===== src/rtl/rect_sprite_engine.sv =====
// rect_sprite_engine: N_RECT bouncing solid rectangles composited over a
// background colour, placed between the VGA timing generator and the pins.
// Ports: clk, rst (synchronous, active-high), frame_tick, active,
//   curr_x/curr_y (scan position), rect_en, rect_color ({b,g,r} per rect),
//   pos_wr/pos_idx/pos_x/pos_y (host position write),
//   pix_r/pix_g/pix_b and active_out (2 clk after curr_*), collide.
// Optional feature: define RECT_COLLIDE_EN to build the overlap detector;
//   without it collide is tied to 0.
module rect_sprite_engine #(
    parameter int          N_RECT   = 4,
    parameter int          H_ACTIVE = 1440,
    parameter int          V_ACTIVE = 900,
    parameter int          X_W      = 11,
    parameter int          Y_W      = 10,
    parameter int          RECT_W   = 64,
    parameter int          RECT_H   = 48,
    parameter int          STEP     = 2,
    parameter logic [11:0] BG_COLOR = 12'h000
) (
    input  logic                 clk,
    input  logic                 rst,
    input  logic                 frame_tick,
    input  logic                 active,
    input  logic [X_W-1:0]       curr_x,
    input  logic [Y_W-1:0]       curr_y,
    input  logic [N_RECT-1:0]    rect_en,
    input  logic [12*N_RECT-1:0] rect_color,
    input  logic                 pos_wr,
    input  logic [2:0]           pos_idx,
    input  logic [X_W-1:0]       pos_x,
    input  logic [Y_W-1:0]       pos_y,
    output logic [3:0]           pix_r,
    output logic [3:0]           pix_g,
    output logic [3:0]           pix_b,
    output logic                 active_out,
    output logic                 collide
);

    localparam logic [X_W-1:0] X_MAX  = X_W'(H_ACTIVE - RECT_W);
    localparam logic [Y_W-1:0] Y_MAX  = Y_W'(V_ACTIVE - RECT_H);
    localparam logic [X_W-1:0] X_STEP = X_W'(STEP);
    localparam logic [Y_W-1:0] Y_STEP = Y_W'(STEP);
    localparam logic [X_W-1:0] X_SIZE = X_W'(RECT_W);
    localparam logic [Y_W-1:0] Y_SIZE = Y_W'(RECT_H);

    // Position and direction state; a set *_neg bit means moving toward 0.
    logic [X_W-1:0]    x_q [N_RECT];
    logic [Y_W-1:0]    y_q [N_RECT];
    logic [X_W-1:0]    x_d [N_RECT];
    logic [Y_W-1:0]    y_d [N_RECT];
    logic [N_RECT-1:0] dx_neg_q, dy_neg_q;
    logic [N_RECT-1:0] dx_neg_d, dy_neg_d;

    // Pixel pipeline
    logic [N_RECT-1:0] hit_d, hit_q;
    logic              active_q;
    logic [11:0]       pix_d, pix_q;

    // Next position: a host write wins over the frame step.
    always_comb begin
        for (int i = 0; i < N_RECT; i++) begin
            x_d[i]      = x_q[i];
            y_d[i]      = y_q[i];
            dx_neg_d[i] = dx_neg_q[i];
            dy_neg_d[i] = dy_neg_q[i];
            if (pos_wr && int'(pos_idx) == i) begin
                x_d[i] = (pos_x > X_MAX) ? X_MAX : pos_x;
                y_d[i] = (pos_y > Y_MAX) ? Y_MAX : pos_y;
            end else if (frame_tick && rect_en[i]) begin
                if (!dx_neg_q[i]) begin
                    // One extra bit so the sum cannot wrap.
                    if (({1'b0, x_q[i]} + {1'b0, X_STEP}) > {1'b0, X_MAX}) begin
                        x_d[i]      = X_MAX;
                        dx_neg_d[i] = 1'b1;
                    end else begin
                        x_d[i] = x_q[i] + X_STEP;
                    end
                end else if (x_q[i] < X_STEP) begin
                    x_d[i]      = '0;
                    dx_neg_d[i] = 1'b0;
                end else begin
                    x_d[i] = x_q[i] - X_STEP;
                end
                if (!dy_neg_q[i]) begin
                    if (({1'b0, y_q[i]} + {1'b0, Y_STEP}) > {1'b0, Y_MAX}) begin
                        y_d[i]      = Y_MAX;
                        dy_neg_d[i] = 1'b1;
                    end else begin
                        y_d[i] = y_q[i] + Y_STEP;
                    end
                end else if (y_q[i] < Y_STEP) begin
                    y_d[i]      = '0;
                    dy_neg_d[i] = 1'b0;
                end else begin
                    y_d[i] = y_q[i] - Y_STEP;
                end
            end
        end
    end

    // Stage 1 compare: left/top inclusive, right/bottom exclusive.
    always_comb begin
        for (int i = 0; i < N_RECT; i++) begin
            hit_d[i] = rect_en[i] & active
                     & (curr_x >= x_q[i])
                     & ({1'b0, curr_x} < ({1'b0, x_q[i]} + {1'b0, X_SIZE}))
                     & (curr_y >= y_q[i])
                     & ({1'b0, curr_y} < ({1'b0, y_q[i]} + {1'b0, Y_SIZE}));
        end
    end

    // Stage 2 compositing: walk high to low so index 0 ends up on top.
    always_comb begin
        pix_d = active_q ? BG_COLOR : 12'h000;
        for (int i = N_RECT - 1; i >= 0; i--) begin
            if (hit_q[i]) begin
                pix_d = rect_color[i*12 +: 12];
            end
        end
    end

    always_ff @(posedge clk) begin
        if (rst) begin
            for (int i = 0; i < N_RECT; i++) begin
                x_q[i] <= X_W'(i * 128);
                y_q[i] <= Y_W'(i * 96);
            end
            dx_neg_q   <= '0;
            dy_neg_q   <= '0;
            hit_q      <= '0;
            active_q   <= 1'b0;
            pix_q      <= '0;
            active_out <= 1'b0;
        end else begin
            for (int i = 0; i < N_RECT; i++) begin
                x_q[i] <= x_d[i];
                y_q[i] <= y_d[i];
            end
            dx_neg_q   <= dx_neg_d;
            dy_neg_q   <= dy_neg_d;
            hit_q      <= hit_d;
            active_q   <= active;
            pix_q      <= pix_d;
            active_out <= active_q;
        end
    end

    assign pix_r = pix_q[3:0];
    assign pix_g = pix_q[7:4];
    assign pix_b = pix_q[11:8];

`ifdef RECT_COLLIDE_EN
    logic [3:0] n_hit;
    logic       multi_hit;
    logic       latch_q;
    logic       collide_q;

    always_comb begin
        n_hit = '0;
        for (int i = 0; i < N_RECT; i++) begin
            n_hit = n_hit + 4'(hit_d[i]);
        end
        multi_hit = (n_hit > 4'd1);
    end

    // The latch reloads on frame_tick so an overlap in the tick cycle
    // itself is counted towards the next frame.
    always_ff @(posedge clk) begin
        if (rst) begin
            latch_q   <= 1'b0;
            collide_q <= 1'b0;
        end else if (frame_tick) begin
            collide_q <= latch_q;
            latch_q   <= multi_hit;
        end else if (multi_hit) begin
            latch_q <= 1'b1;
        end
    end

    assign collide = collide_q;
`else
    assign collide = 1'b0;
`endif

endmodule


===== config.mk =====
export PLATFORM = sky130hd
export DESIGN_NAME = rect_sprite_engine
export DESIGN_NICKNAME = d
export VERILOG_FILES = /design/src/rtl/rect_sprite_engine.sv
export SDC_FILE = /design/constraint.sdc
export NUM_CORES = 1
export LEC_CHECK = 0
export ABC_AREA = 1
export CAP_MARGIN = 15
export CORE_UTILIZATION = 45
export CTS_BUF_LIST = sky130_fd_sc_hd__clkbuf_16
export CTS_CLUSTER_SIZE = 30
export DETAILED_ROUTE_END_ITERATION = 12
export MAX_ROUTING_LAYER = met4
export PLACE_DENSITY_LB_ADDON = 0.1
export SLEW_MARGIN = 20
export SYNTH_ARGS = -nofsm -noshare
export SYNTH_HDL_FRONTEND = slang
export SYNTH_SLANG_ARGS = --single-unit
export TNS_END_PERCENT = 30

===== constraint.sdc =====
create_clock -name clk -period 2.39 [get_ports clk]
set_clock_uncertainty 0.05 [all_clocks]
set_input_delay 0.478 -clock clk [delete_from_list [all_inputs] [get_ports clk]]
set_output_delay 0.478 -clock clk [all_outputs]
set_load 0.01 [all_outputs]

# == Word level (Yosys, flattened, before mapping) ==
# Memory sizes are Yosys's and may differ from the RTL's.
# Index checks and enable logic that the tools add are counted.
# totals
regBits,26
mem_bits_rw,84
in_bits,102
output_inout_bits,14
elab_cells,209
mem_count,2
# memory_table
memory,words,width,read_ports,rd_ports_with_merged_regs,write_ports,line,source
x_q,4,11,4,0,4,47,logic [X_W-1:0] x_q [N_RECT];
y_q,4,10,4,0,4,48,logic [Y_W-1:0] y_q [N_RECT];
# classes
n_addsub,32
n_lt_le_gt_ge,34
n_eq_ne,3
n_mux,81
bitwise,32
reduce_logical,13
# ops
cell,count
$mux 11,25
$mux 10,25
$add 11x2->12 const B,4
$add 11x7->12 const B,4
$gt 12x11->1 const B,4
$lt 11x12->1,4
$mux 12,4
$add 10x2->11 const B,4
$add 10x6->11 const B,4
$add 11x2->11 const B,4
$ge 11x11->1,4
$gt 11x10->1 const B,4
$lt 10x11->1,4
$lt 11x2->1 const B,4
$sub 11x2->11 const B,4
$add 10x2->10 const B,4
$ge 10x10->1,4
$lt 10x2->1 const B,4
$sub 10x2->10 const B,4
$mux 1,27
$and 1x1->1,20
$gt 11x11->1 const B,1
$gt 10x10->1 const B,1
$logic_and 1x1->1,8
other kinds (6),20

# == Longest topological paths before layout ==
# An unclocked memory read counts as a cell.
# logic_depth
word_depth,8
mapped_depth,16
ltp_nobuf,16

# == Worst setup path after synthesis ==
# Ideal clock, no wire load.
# synth_path
path_kind,reg2reg
from,mem y_q[0][4]
to,reg hit_q[0]
setup_ns,0.078
arrival_ns,1.899
required_time_ns,2.262
slack_ns,0.364
stages_incl_launch_ff,11
path_buffers,0
synth_period_minus_slack_ns,2.026
cell_sequence,dfxtp_1 inv_1 ha_1 nor3_1 xor2_1 ha_1 nand2_1 inv_1 o211ai_1 o2111ai_1 nor3_1
# synth_rtl
item,line,source
start: declaration,48,
end signal: assignment,141,hit_q <= hit_d;
end: declaration,55,"logic [N_RECT-1:0] hit_d, hit_q;"

# == Final worst setup path ==
# layout_path
from,in curr_x[1]
to,reg hit_q[2]
# layout_via
elab_chain_cells,5
elab_cells_between_ends,6
cone_classes,2 x order compare; 4 x bitwise
# layout_rtl
item,line,source
start: declaration,24,"input logic [X_W-1:0] curr_x,"
$ge 11x11->1,105,& (curr_x >= x_q[i])
$and 1x1->1,105,
$and 1x1->1 *,106,"& ({1'b0, curr_x} < ({1'b0, x_q[i]} + {1'b0, X_SIZE}))"
$and 1x1->1 *,107,& (curr_y >= y_q[i])
$and 1x1->1 *,108,"& ({1'b0, curr_y} < ({1'b0, y_q[i]} + {1'b0, Y_SIZE}));"
# Mark *: on every way between the ends. The rest lies on a longest branch, timed or not.
# A chain may end at the register's enable or synchronous reset.

==> flow_metrics.env <==
export IMPL_synth_edf_count=0
export IMPL_grt_pass1_vias=13470
export IMPL_core_um2=27710
export IMPL_drt_total_wl_mm=45.71
export IMPL_netlist_top_cells_count="480 x nand2_1, 238 x inv_1, 185 x a21oi_1, 171 x nor2_1, 160 x ha_1"
export IMPL_wl_per_cell_um=17.56
export IMPL_r2r_end="hit_q[1]$_SDFF_PP0_"
export IMPL_clkLatencyLatePin_ps=370
export IMPL_clockBufferDepth=2
export IMPL_crit_required_ps=2610
export IMPL_synth_seq_cells=110
export IMPL_yosys_area_top_type="dfxtp_1"
export IMPL_root_buffer="clkbuf_16"
export IMPL_crit_type="primary input to register"
export IMPL_multi_input_area_um2=9268
export IMPL_place_congestion=0.9811
export IMPL_setup_slack_ps=121.4
export IMPL_synth_nets=2266
export IMPL_hold_start="active_q$_SDFF_PP0_"
export IMPL_grt_usage=0.3263
export IMPL_via_per_inst=5.525
export IMPL_setup_viol=0
export IMPL_hold_path_class="register to register"
export IMPL_syn_inst=2004
export IMPL_drt_iter0_drc=1255
export IMPL_dr_pass1_iters=5
export IMPL_r2r_cells=11
export IMPL_tritoncts="yes"
export IMPL_grt_max_degree=85
export IMPL_ir_worst_vdd_mv=0.2544
export IMPL_min_to="active_out$_SDFF_PP0_"
export IMPL_hold_depth=2
export IMPL_dp_slack_ps=-327.4
export IMPL_clkTransAtPathRegs_ps=90
export IMPL_worst_slew_pin_slew_ps=840.8
export IMPL_yosysSeqAreaShare=0.1740
export IMPL_cts_max_level=3
export IMPL_synth_most_common_cell="nand2_1"
export IMPL_drc=0
export IMPL_period_needed_ps=2269
export IMPL_insertedDiodeCount=0
export IMPL_syn2layout_area_growth_pct=22.68
export IMPL_worst_setup_path_start_kind="primary input"
export IMPL_ant_nets=0
export IMPL_ys_flop_type="dfxtp_1"
export IMPL_synth_distinct_cells=55
export IMPL_slew_headroom=0.4387
export IMPL_clock_sinks=110
export IMPL_utilization=0.5604
export IMPL_async_reset_ff_frac=0
export IMPL_rows=61
export IMPL_fp_dieH_um=169.7
export IMPL_postCtsHoldBufs=0
export IMPL_seq_area_um2=2212
export IMPL_slew_viol_final=0
export IMPL_die_x_um=169.7
export IMPL_numCtsBuffers=9
export IMPL_power_leakage_uw=0.007093
export IMPL_dieArea_um2=28800
export IMPL_overflow=0
export IMPL_cap_violations=0
export IMPL_power_uw=5447
export IMPL_dr_total_vias=14380
export IMPL_critPathMaxFanout=3
export IMPL_dp_final_hpwl_mm=36.34
export IMPL_synth_cell_area_um2=12650
export IMPL_antenna_found_initial=0
export IMPL_port_buffers=114
export IMPL_avgSynthCellArea_um2=6.315
export IMPL_initial_core_util=0.4568
export IMPL_rrSetupSlack_ps=130
export IMPL_boundaryPins=116
export IMPL_fin_crit_sh=0.9492
export IMPL_endpoint_kind="register"
export IMPL_synth_top_cell_area_share=0.1740
export IMPL_finalHoldViolCount=0
export IMPL_nets=2484
export IMPL_r2r_start="x_q[1][6]$_SDFFE_PP0P_"
export IMPL_drive_gt1_frac=0.1056
export IMPL_fmax_mhz=440.8
export IMPL_cts_setup_buffers=0
export IMPL_synthTopCellsByArea="dfxtp_1 17%, ha_1 16%, nand2_1 14%"
export IMPL_grt_pass1_wl_mm=71.34
export IMPL_outcome="completed"
export IMPL_worstPathArrival_ps=2490
export IMPL_fillers=2842
export IMPL_cellPowerDensity_nw_per_um2=350.8
export IMPL_yosysWarnings=0
==> metrics by stage <==
stage	instance area, um2	hold slack [ps]	cells	setup TNS, ps
finish	15520	343.7	2603	0
global route	15520	364.2	2603	-33.36
CTS	15470	351.4	2603	0
detailed placement	15220	347.5	2589	-1025
global placement	15220	346.2	2589	-807.4
floorplan	12650	338.3	2004	0
==> critical path, stage by stage <==
cell	delay [ps]
clkdlybuf4s50_1	560
ha_1	390
nand2_1	60
o21ai_0	210
a21oi_1	130
o41ai_2	430
buf_4	180
nor2_1	30
==> routing by layer <==
metal | share of wire | up-vias | wire, um | GRT usage
li1 | - | 7150 | - | -
met1 | 0.44 | 6653 | 20290 | 0.4094
met2 | 0.47 | 486 | 21450 | 0.5401
met3 | 0.051 | 92 | 2330 | 0.03218
met4 | 0.036 | 0 | 1647 | 0.1218
met5 | 0 | - | 0 | -
==> layout make-up <==
cell class,count,area share
clock buffer,9,0.01451
clock inverter,5,0.001934
inverter,259,0.06262
multi-input combinational,1582,0.5970
sequential,110,0.1425
tap,378,0.03046
timing repair buffer,260,0.1510
==> cell usage in the layout, fill, tap and decap left out, types with 8 or more instances in the layout <==
cell	n
dfxtp_1	104
o21ai_0	90
clkdlybuf4s50_1	113
nand3b_1	8
nand2_2	16
a22oi_1	14
clkinv_1	10
a21oi_1	185
buf_12	9
ha_1	160
xnor2_1	9
a31oi_1	12
inv_1	237
inv_2	14
a211oi_1	11
nor3_1	23
xor2_1	96
o22ai_1	40
nand4_1	38
clkbuf_16	9
nand3_1	125
nor2_1	170
buf_4	137
nand2_1	480
nor4_1	11
==> how the worst max path moves through the flow <==
stage / end / startpoint / slack, ps / cells after the start
4_1_cts: hit_q[2]$_SDFF_PP0_ / x_q[2][7]$_SDFFE_PP0P_ / 30 / 11
3_5_place_dp: hit_q[2]$_SDFF_PP0_ / curr_x[1] / -330 / 8
5_1_grt: hit_q[2]$_SDFF_PP0_ / x_q[2][6]$_SDFFE_PP0P_ / -30 / 11
6_report: hit_q[2]$_SDFF_PP0_ / curr_x[1] / 120 / 8
3_3_place_gp: hit_q[2]$_SDFF_PP0_ / curr_x[1] / -320 / 8
2_1_floorplan: hit_q[0]$_SDFF_PP0_ / y_q[0][4]$_SDFFE_PP0P_ / 360 / 10
==> cells by family (layout without fill, tap and decap cells) <==
| kind of cell | count (synthesis) | after routing | synth area share |
|---|---|---|---|
| flip-flops | 110 | 110 | 0.1740 |
| AND/OR/NAND/NOR | 904 | 904 | 0.3103 |
| AO/OA/AOI/OAI | 411 | 411 | 0.1869 |
| adder cells (fa/ha/maj) | 160 | 160 | 0.1582 |
| buffers and inverters | 312 | 533 | 0.09699 |
| other | 1 | 1 | 0.0002963 |
| XOR/XNOR | 106 | 106 | 0.07336 |
==> power breakdown <==
group | switching (uW) | internal, uW | total (uW)
clock network | 790 | 693 | 1480
registers | 91.9 | 1890 | 1990
logic | 1130 | 848 | 1980
total | 2010 | 3430 | 5450
==> state kept, by name (all words and copies together) (netlist names) <==
name        count
hit_q           4
active_q        1
pix_q          12
x_q            44
dx_neg_q        4
y_q            40
active_out      1
dy_neg_q        4
==> repair_timing <==
action,4_1_cts,5_1_grt
pin swaps,1,2
cloned,0,0
endpoints found under the setup margin,1,13
resized for setup,1,16
(Power assumes the default switching activity.)
